--- src/rtl/int_prio_ctrl.sv ---
// int_prio_ctrl -- registered interrupt priority controller for the Z80 bus.
//
// Purpose:
//   Latches per-channel interrupt requests (edge or level mode), masks them,
//   picks the highest-priority channel (channel 0 highest), drives a registered
//   active-low INT_n to the CPU, and supplies a vector byte during the
//   interrupt-acknowledge cycle. It takes part in a daisy chain via iei/ieo.
//
// Optional feature:
//   NESTED_INT_EN -- when defined, adds an in-service register (register 3).
//   A capture sets ISR[winner], only channels of higher priority than the
//   highest-priority in-service channel may request, ieo is held low while
//   any ISR bit is set, and any write to register 3 is an EOI that clears
//   the highest-priority set ISR bit. When undefined, register 3 reads 0.
//
// Ports:
//   clk_sys   in   1    system clock
//   reset     in   1    synchronous active-high reset
//   irq       in   NCH  active-high request lines (synchronous to clk_sys)
//   iei       in   1    daisy-chain enable in
//   ieo       out  1    daisy-chain enable out (combinational)
//   m1_n      in   1    CPU M1, active low
//   iorq_n    in   1    CPU IORQ, active low (INTA = ~m1_n & ~iorq_n)
//   int_n     out  1    registered interrupt request, active low
//   vect      out  8    vector byte
//   vect_oe   out  1    vector drive enable
//   reg_wr    in   1    register write strobe
//   reg_addr  in   2    register select (0 MASK, 1 PEND, 2 MODE, 3 ISR)
//   reg_din   in   8    register write data
//   reg_dout  out  8    register read data (combinational from reg_addr)

module int_prio_ctrl #(
  parameter int             NCH        = 4,
  parameter logic [7:0]     VEC_BASE   = 8'h00,
  parameter int             VEC_SHIFT  = 1,
  parameter logic [NCH-1:0] RESET_MODE = {NCH{1'b1}}
) (
  input  logic           clk_sys,
  input  logic           reset,
  input  logic [NCH-1:0] irq,
  input  logic           iei,
  output logic           ieo,
  input  logic           m1_n,
  input  logic           iorq_n,
  output logic           int_n,
  output logic [7:0]     vect,
  output logic           vect_oe,
  input  logic           reg_wr,
  input  logic [1:0]     reg_addr,
  input  logic [7:0]     reg_din,
  output logic [7:0]     reg_dout
);

  // Lowest-index set bit of vec: {found, index}.
  function automatic logic [3:0] find_lowest(input logic [NCH-1:0] vec);
    logic [3:0] res;
    res = 4'h0;
    for (int i = NCH - 1; i >= 0; i--) begin
      if (vec[i]) begin
        res = {1'b1, 3'(i)};
      end else begin
        res = res;
      end
    end
    return res;
  endfunction

  logic [NCH-1:0] irq_q_r;
  logic [NCH-1:0] irq_qq_r;
  logic [NCH-1:0] pending_r;
  logic [NCH-1:0] mask_r;
  logic [NCH-1:0] mode_r;
  logic           inta_q_r;
  logic           int_n_r;
  logic [7:0]     vect_r;

  logic           inta_s;
  logic           capture_s;
  logic [NCH-1:0] active_s;
  logic [NCH-1:0] prio_allow_s;
  logic [NCH-1:0] gated_s;
  logic [3:0]     win_s;
  logic [7:0]     vect_calc_s;
  logic [NCH-1:0] set_s;
  logic [NCH-1:0] clr_s;
  logic [NCH-1:0] pending_next_s;
  logic [NCH-1:0] isr_view_s;
  logic           req_s;
  logic [NCH-1:0] rd_s;
  logic           unused_din_s;

  // Upper write-data bits are ignored for NCH < 8.
  assign unused_din_s = ^reg_din;

  assign inta_s    = ~m1_n & ~iorq_n;
  assign capture_s = inta_s & ~inta_q_r;

`ifdef NESTED_INT_EN
  logic [NCH-1:0] isr_r;
  logic [NCH-1:0] eoi_clr_s;
  logic [NCH-1:0] isr_set_s;
  logic [3:0]     eoi_lo_s;

  assign isr_view_s = isr_r;
  assign eoi_lo_s   = find_lowest(isr_r);

  // EOI clears the highest-priority in-service bit; capture marks the winner.
  always_comb begin
    eoi_clr_s = {NCH{1'b0}};
    isr_set_s = {NCH{1'b0}};
    for (int i = 0; i < NCH; i++) begin
      eoi_clr_s[i] = reg_wr & (reg_addr == 2'd3) & eoi_lo_s[3] & (eoi_lo_s[2:0] == 3'(i));
      isr_set_s[i] = capture_s & win_s[3] & (win_s[2:0] == 3'(i));
    end
  end

  // In-service register.
  always_ff @(posedge clk_sys) begin
    if (reset) begin
      isr_r <= {NCH{1'b0}};
    end else begin
      isr_r <= (isr_r & ~eoi_clr_s) | isr_set_s;
    end
  end
`else
  assign isr_view_s = {NCH{1'b0}};
`endif

  // Priority gating: a channel may request only if no in-service bit at its
  // own or a higher-priority index is set.
  always_comb begin
    logic acc;
    acc          = 1'b0;
    prio_allow_s = {NCH{1'b0}};
    for (int i = 0; i < NCH; i++) begin
      acc             = acc | isr_view_s[i];
      prio_allow_s[i] = ~acc;
    end
  end

  assign active_s    = pending_r & ~mask_r;
  assign gated_s     = active_s & prio_allow_s;
  assign win_s       = find_lowest(gated_s);
  assign vect_calc_s = VEC_BASE | ({5'b00000, win_s[2:0]} << VEC_SHIFT);
  assign req_s       = iei & (|gated_s);
  assign ieo         = iei & ~(|active_s) & ~(|isr_view_s);

  // Edge detection compares irq_q with its previous value so that edge and
  // level channels both reach pending two edges after irq rises. Clears
  // (PEND write or acknowledge) apply to edge channels only; a set wins.
  always_comb begin
    set_s = irq_q_r & ~irq_qq_r & mode_r;
    clr_s = {NCH{1'b0}};
    if (reg_wr && (reg_addr == 2'd1)) begin
      clr_s = reg_din[NCH-1:0];
    end else begin
      clr_s = {NCH{1'b0}};
    end
    for (int i = 0; i < NCH; i++) begin
      if (capture_s && win_s[3] && (win_s[2:0] == 3'(i))) begin
        clr_s[i] = 1'b1;
      end else begin
        clr_s[i] = clr_s[i];
      end
    end
    clr_s          = clr_s & mode_r;
    pending_next_s = (mode_r & ((pending_r & ~clr_s) | set_s)) | (~mode_r & irq_q_r);
  end

  // Request sampling, pending latches and INT_n.
  always_ff @(posedge clk_sys) begin
    if (reset) begin
      irq_q_r   <= {NCH{1'b0}};
      irq_qq_r  <= {NCH{1'b0}};
      pending_r <= {NCH{1'b0}};
      int_n_r   <= 1'b1;
    end else begin
      irq_q_r   <= irq;
      irq_qq_r  <= irq_q_r;
      pending_r <= pending_next_s;
      int_n_r   <= ~req_s;
    end
  end

  // MASK and MODE registers.
  always_ff @(posedge clk_sys) begin
    if (reset) begin
      mask_r <= {NCH{1'b1}};
      mode_r <= RESET_MODE;
    end else begin
      if (reg_wr && (reg_addr == 2'd0)) begin
        mask_r <= reg_din[NCH-1:0];
      end else begin
        mask_r <= mask_r;
      end
      if (reg_wr && (reg_addr == 2'd2)) begin
        mode_r <= reg_din[NCH-1:0];
      end else begin
        mode_r <= mode_r;
      end
    end
  end

  // Acknowledge: vector captured on the first INTA cycle; 8'hFF if spurious.
  always_ff @(posedge clk_sys) begin
    if (reset) begin
      inta_q_r <= 1'b0;
      vect_r   <= 8'hFF;
    end else begin
      inta_q_r <= inta_s;
      if (capture_s) begin
        vect_r <= win_s[3] ? vect_calc_s : 8'hFF;
      end else begin
        vect_r <= vect_r;
      end
    end
  end

  assign int_n   = int_n_r;
  assign vect    = vect_r;
  assign vect_oe = inta_s & inta_q_r;

  // Register read mux; bits above NCH-1 read zero.
  always_comb begin
    rd_s = {NCH{1'b0}};
    case (reg_addr)
      2'd0:    rd_s = mask_r;
      2'd1:    rd_s = pending_r;
      2'd2:    rd_s = mode_r;
      2'd3:    rd_s = isr_view_s;
      default: rd_s = {NCH{1'b0}};
    endcase
    reg_dout           = 8'h00;
    reg_dout[NCH-1:0]  = rd_s;
  end

endmodule

--- config.mk ---
export PLATFORM = sky130hd
export DESIGN_NAME = int_prio_ctrl
export DESIGN_NICKNAME = d
export VERILOG_FILES = /design/src/rtl/int_prio_ctrl.sv
export SDC_FILE = /design/constraint.sdc
export NUM_CORES = 1
export LEC_CHECK = 0
export CORE_AREA = 2 2 59 74
export DETAILED_ROUTE_END_ITERATION = 8
export DIE_AREA = 0 0 61 76
export GPL_ROUTABILITY_DRIVEN = 1
export MAX_ROUTING_LAYER = met4
export PLACE_DENSITY = 0.53
export SLEW_MARGIN = 20
export SYNTH_ARGS = -nofsm -noshare
export SYNTH_HDL_FRONTEND = slang
export SYNTH_SLANG_ARGS = --single-unit
--- constraint.sdc ---
create_clock -name clk_sys -period 1.9 [get_ports clk_sys]
set_input_delay 0.475 -clock clk_sys [delete_from_list [all_inputs] [get_ports clk_sys]]
set_output_delay 0.475 -clock clk_sys [all_outputs]
set_load 0.05 [all_outputs]
# Yosys cells after proc, flatten, opt, wreduce, memory -nomap -nowiden
# Cells that the tools add are included.
totals:
  ff_bits: 30
  wordCells: 59
  input_bits: 20
classes:
  eq_ne: 6
  muxes: 11
  n_reduce_logical: 11
  n_bitwise: 23
ops:
  columns: ["operator", "count"]
  rows:
  - ["$and 4x4->4", 7]
  - ["$mux 4", 5]
  - ["$not 4->4", 4]
  - ["$pmux 4 s4", 1]
  - ["$logic_and 1x1->1", 8]
  - ["$mux 8", 1]
  - ["$or 4x4->4", 2]
  - ["$eq 3x2->1 const B", 2]
  - ["$and 1x1->1", 5]
  - ["$not 1->1", 5]
  - ["$eq 2x2->1 const B", 2]
  - ["$mux 1", 4]
  - ["$reduce_or 4->1", 1]
  - ["$eq 3x1->1 const B", 1]
  - ["$logic_not 3->1", 1]
  - ["$eq 2x1->1 const B", 1]
  - ["$logic_not 2->1", 1]

# Depth between registers and ports, before layout
logic_depth:
  word_depth: 15
  depth_mapped: 6
  mapped_depth_nobuf: 4

# Worst setup path before layout
# Ideal clock, no wire load.
synth_path:
  path_kind: "input to output"
  from: "input reg_addr[1]"
  to: "output reg_dout[0]"
  setup_slack_ns: -0.407
  path_stages: 3
  arrival_ns: 1.832
  required_ns: 1.425
  path_buffers: 1
  path_cell_list: "buf_4 -> mux2i_1 -> o21ai_0"
synth_between:
  elab_chain_len: 2
synth_lines:
  columns: ["element", "line_no", "source"]
  rows:
  - ["start: declaration", "49", "input logic [1:0] reg_addr,"]
  - ["$eq 2x2->1, or another cell as far along", "226", "case (reg_addr)"]
  - ["$pmux 4 s4 (*)", "226", null]
  - ["end: declaration", "51", "output logic [7:0] reg_dout"]
# Every way passes the cells marked *; elsewhere a longest branch is shown, timed or not.

# Worst setup path after layout
layout_path:
  from: "input m1_n"
  to: "output vect_oe"
layout_between:
  elab_chain_len: 3
layout_lines:
  columns: ["element", "line_no", "source"]
  rows:
  - ["start: declaration", "43", "input logic m1_n,"]
  - ["$not 1->1", "95", "assign inta_s = ~m1_n & ~iorq_n;"]
  - ["$and 1x1->1", "95", null]
  - ["$and 1x1->1", "221", "assign vect_oe = inta_s & inta_q_r;"]
  - ["end: declaration", "47", "output logic vect_oe,"]
# Every way passes these cells.

==> results.md <==
- Total negative setup slack: 0 ns
- Avg WL per Cell: 11.35 microns
- Top Ports: 39
- Initial Util: 28.39%
- CTS Hold Bufs: 0
- Worst clock skew: about 0.0017 ns
- Max Root-Sink Buffers: 2
- Final instance area: roughly 1700 sq um
- Worst Path Max Fanout: 3
- TritonCTS Buffers: 3
- Yosys top cell area share: 44.05%
- Clk root buf: clkbuf_8
- Post-Layout Cell Count: 221
- Largest net degree at the start of global routing: 16
- Layout Utilization: 41.24%
- Yosys reg bits: 25
- Residual DRC count: 0
- Die Area: 4636 sq um
- Final GP Congestion: 0.7901
- DR vias/cell: ~4.3
- Yosys top cell by area: dfxtp_1
- Synth warn: 0
- Final nets: 186
- P_leak: 0.6992 nW
- Final slew viol count: 0
- Clk pin slew, worst setup/hold paths: roughly 0.080 ns
- MaxCap Viol Count: 0
- Detail Route Antenna Nets: 0
- Seq/Total Area, Yosys: 44.05%
- Unique masters post-synth: 29
- Port-buffer cells: 30
- Layout cell share with drive strength beyond 1: 28.48%
- Fin. Hold Viols: 0
- Setup violators final: 0
- TritonCTS clock tree: built
- Gr ovfl total: 0
- Period minus WS final: 1.842 ns
- Mapped cell area: 1136 sq um
- Max frequency: 0.5429 GHz
- Gr usage total: 12.11%
- Row count: 26
- Peak VDD IR: 0.3683 mV
- DR vias: 959
- Diode count: 0
- Die span in y: 76 microns
- CTS Sinks: 25
- Initial DRC count: 15
- HP Class: reg2reg
- Fin Hold WS: 0.4656 ns
- Dpl hpwl: 1.918 mm
- Final period util: 96.94%
- Gate Count Post-Synth: 127
- Number of global-route vias before repair: 941
- Avg Cell Area, Syn: 8.946 sq um
- Outcome: finished, final reports clean
- Required time of the critical path: 1.42 ns
- Synth top area cells: dfxtp_1 (44%), a211o_1 (6.9%), buf_4 (6.6%)
- Core ar.: 4001 sq um
- Power Total: 1.188 mW
- Die X: 61 microns
- Cell area after placement: 1563 sq um
- Skew-Pair Late Insertion Delay: roughly 0.26 ns
- First-pass GRT wire length: 4.202 mm
- RSZ-0062 raised after global routing: false
- Dpl cells: ~210
- CP endpoint kind: output port
- Pwr Density: between 700 and 800 nW/um^2
- Critical Path AT: 1.37 ns
- Final wirelength: 2.509 mm
- Synthesis-to-finish area growth: 45.26%
- Initial antenna violation count: 0
- DP Worst Slack: -0.3460 ns
- Drt pass-1 iters: 4
- H-tree levels: 1
- Crit Path Class: in2out
- Crit start category: input port
- Worst Slack Setup Final: 0.05814 ns
-- Yosys cell counts --
master     n
a211o_1    9
a21oi_1    1
a221o_1    2
a311o_1    1
a311oi_1   2
buf_2      1
buf_4     10
buf_6      1
clkbuf_1   2
conb_1     1
dfxtp_1   25
inv_1      6
mux2i_1    4
nand2_1   19
nand2b_1   5
nand2b_4   1
nand3_1    1
nand3b_1   2
nand4_1    1
nor2_1     7
nor2b_1   12
nor3_1     1
nor3_2     1
nor3b_1    1
nor3b_4    1
o21ai_0    5
o21ai_1    3
o31ai_1    1
or3_1      1
-- cells by family after synthesis --
family | Yosys count | share of synthesized area (%)
muxes | 4 | 3.524
and+or+nand+nor | 53 | 25.66
DFF | 25 | 44.05
buffers and inverters | 20 | 10.68
AOI/OAI and AO/OA | 24 | 15.75
other | 1 | 0.3301
-- worst max-delay path, stage by stage --
cell	delay (ns)
clkdlybuf4s50_1	0.45
nor3b_2	0.27
buf_12	0.17
-- routing by layer --
metal | GRT usage, % | wire length (microns) | vias up
li1 | - | - | 493
met3 | 2.037 | 82 | 5
met5 | - | 0 | -
met2 | 18.49 | 1285 | 21
met4 | 5.217 | 47 | 0
met1 | 15.48 | 1094 | 440
-- flip-flops by register name (all words and copies together), names as in the netlist --
register and flops:
int_n 1, inta_q_r 1, irq_q_r 4, irq_qq_r 4, mask_r 4, mode_r 4, pending_r 4, vect 3
-- layout by cell type (no fill, tap or decap), drive strengths merged, types with 4 or more instances in the layout --
cell           instances
nor2                   7
nor2b                 12
inv                    6
o21ai                  8
buf                   30
clkbuf                 4
conb                   4
dfxtp                 25
mux2i                  4
a211o                  9
nand2b                 6
nand2                 19
clkdlybuf4s50         13
-- final timing paths --
| kind | to | startpoint | slack, ns | cells past startpoint |
|---|---|---|---|---|
| worst min-delay path | irq_qq_r[1] | irq_q_r[1] | 0.47 | 1 |
| worst min register to register | irq_qq_r[1] | irq_q_r[1] | 0.47 | 1 |
| worst max register to register | vect[2] | inta_q_r | 0.60 | 2 |
| worst max-delay path | vect_oe | m1_n | 0.06 | 3 |
-- where the power goes --
group | leakage, nW | switching [mW] | internal, mW
Sequential | 0.206 | 0.0196 | 0.553
Combinational | 0.468 | 0.171 | 0.138
Clock | 0.0255 | 0.161 | 0.146
-- timing repair --
| item | 4_1_cts | 5_1_grt |
|---|---|---|
| setup endpoints to repair | 5 | 3 |
| pin swaps | 1 | 2 |
| buffers inserted | 2 | 1 |
| resized for setup | 7 | 4 |
-- cell type report --
type	instances	area (sq um)
fill	410	2351
multi-input combinational	85	563.0
sequential	25	500.5
timing repair buffer	45	447.9
tap	56	70.07
clock buffer	3	41.29
inverter	6	22.52
clock inverter	1	5.005
No activity file was read; power rests on OpenSTA's default activity.
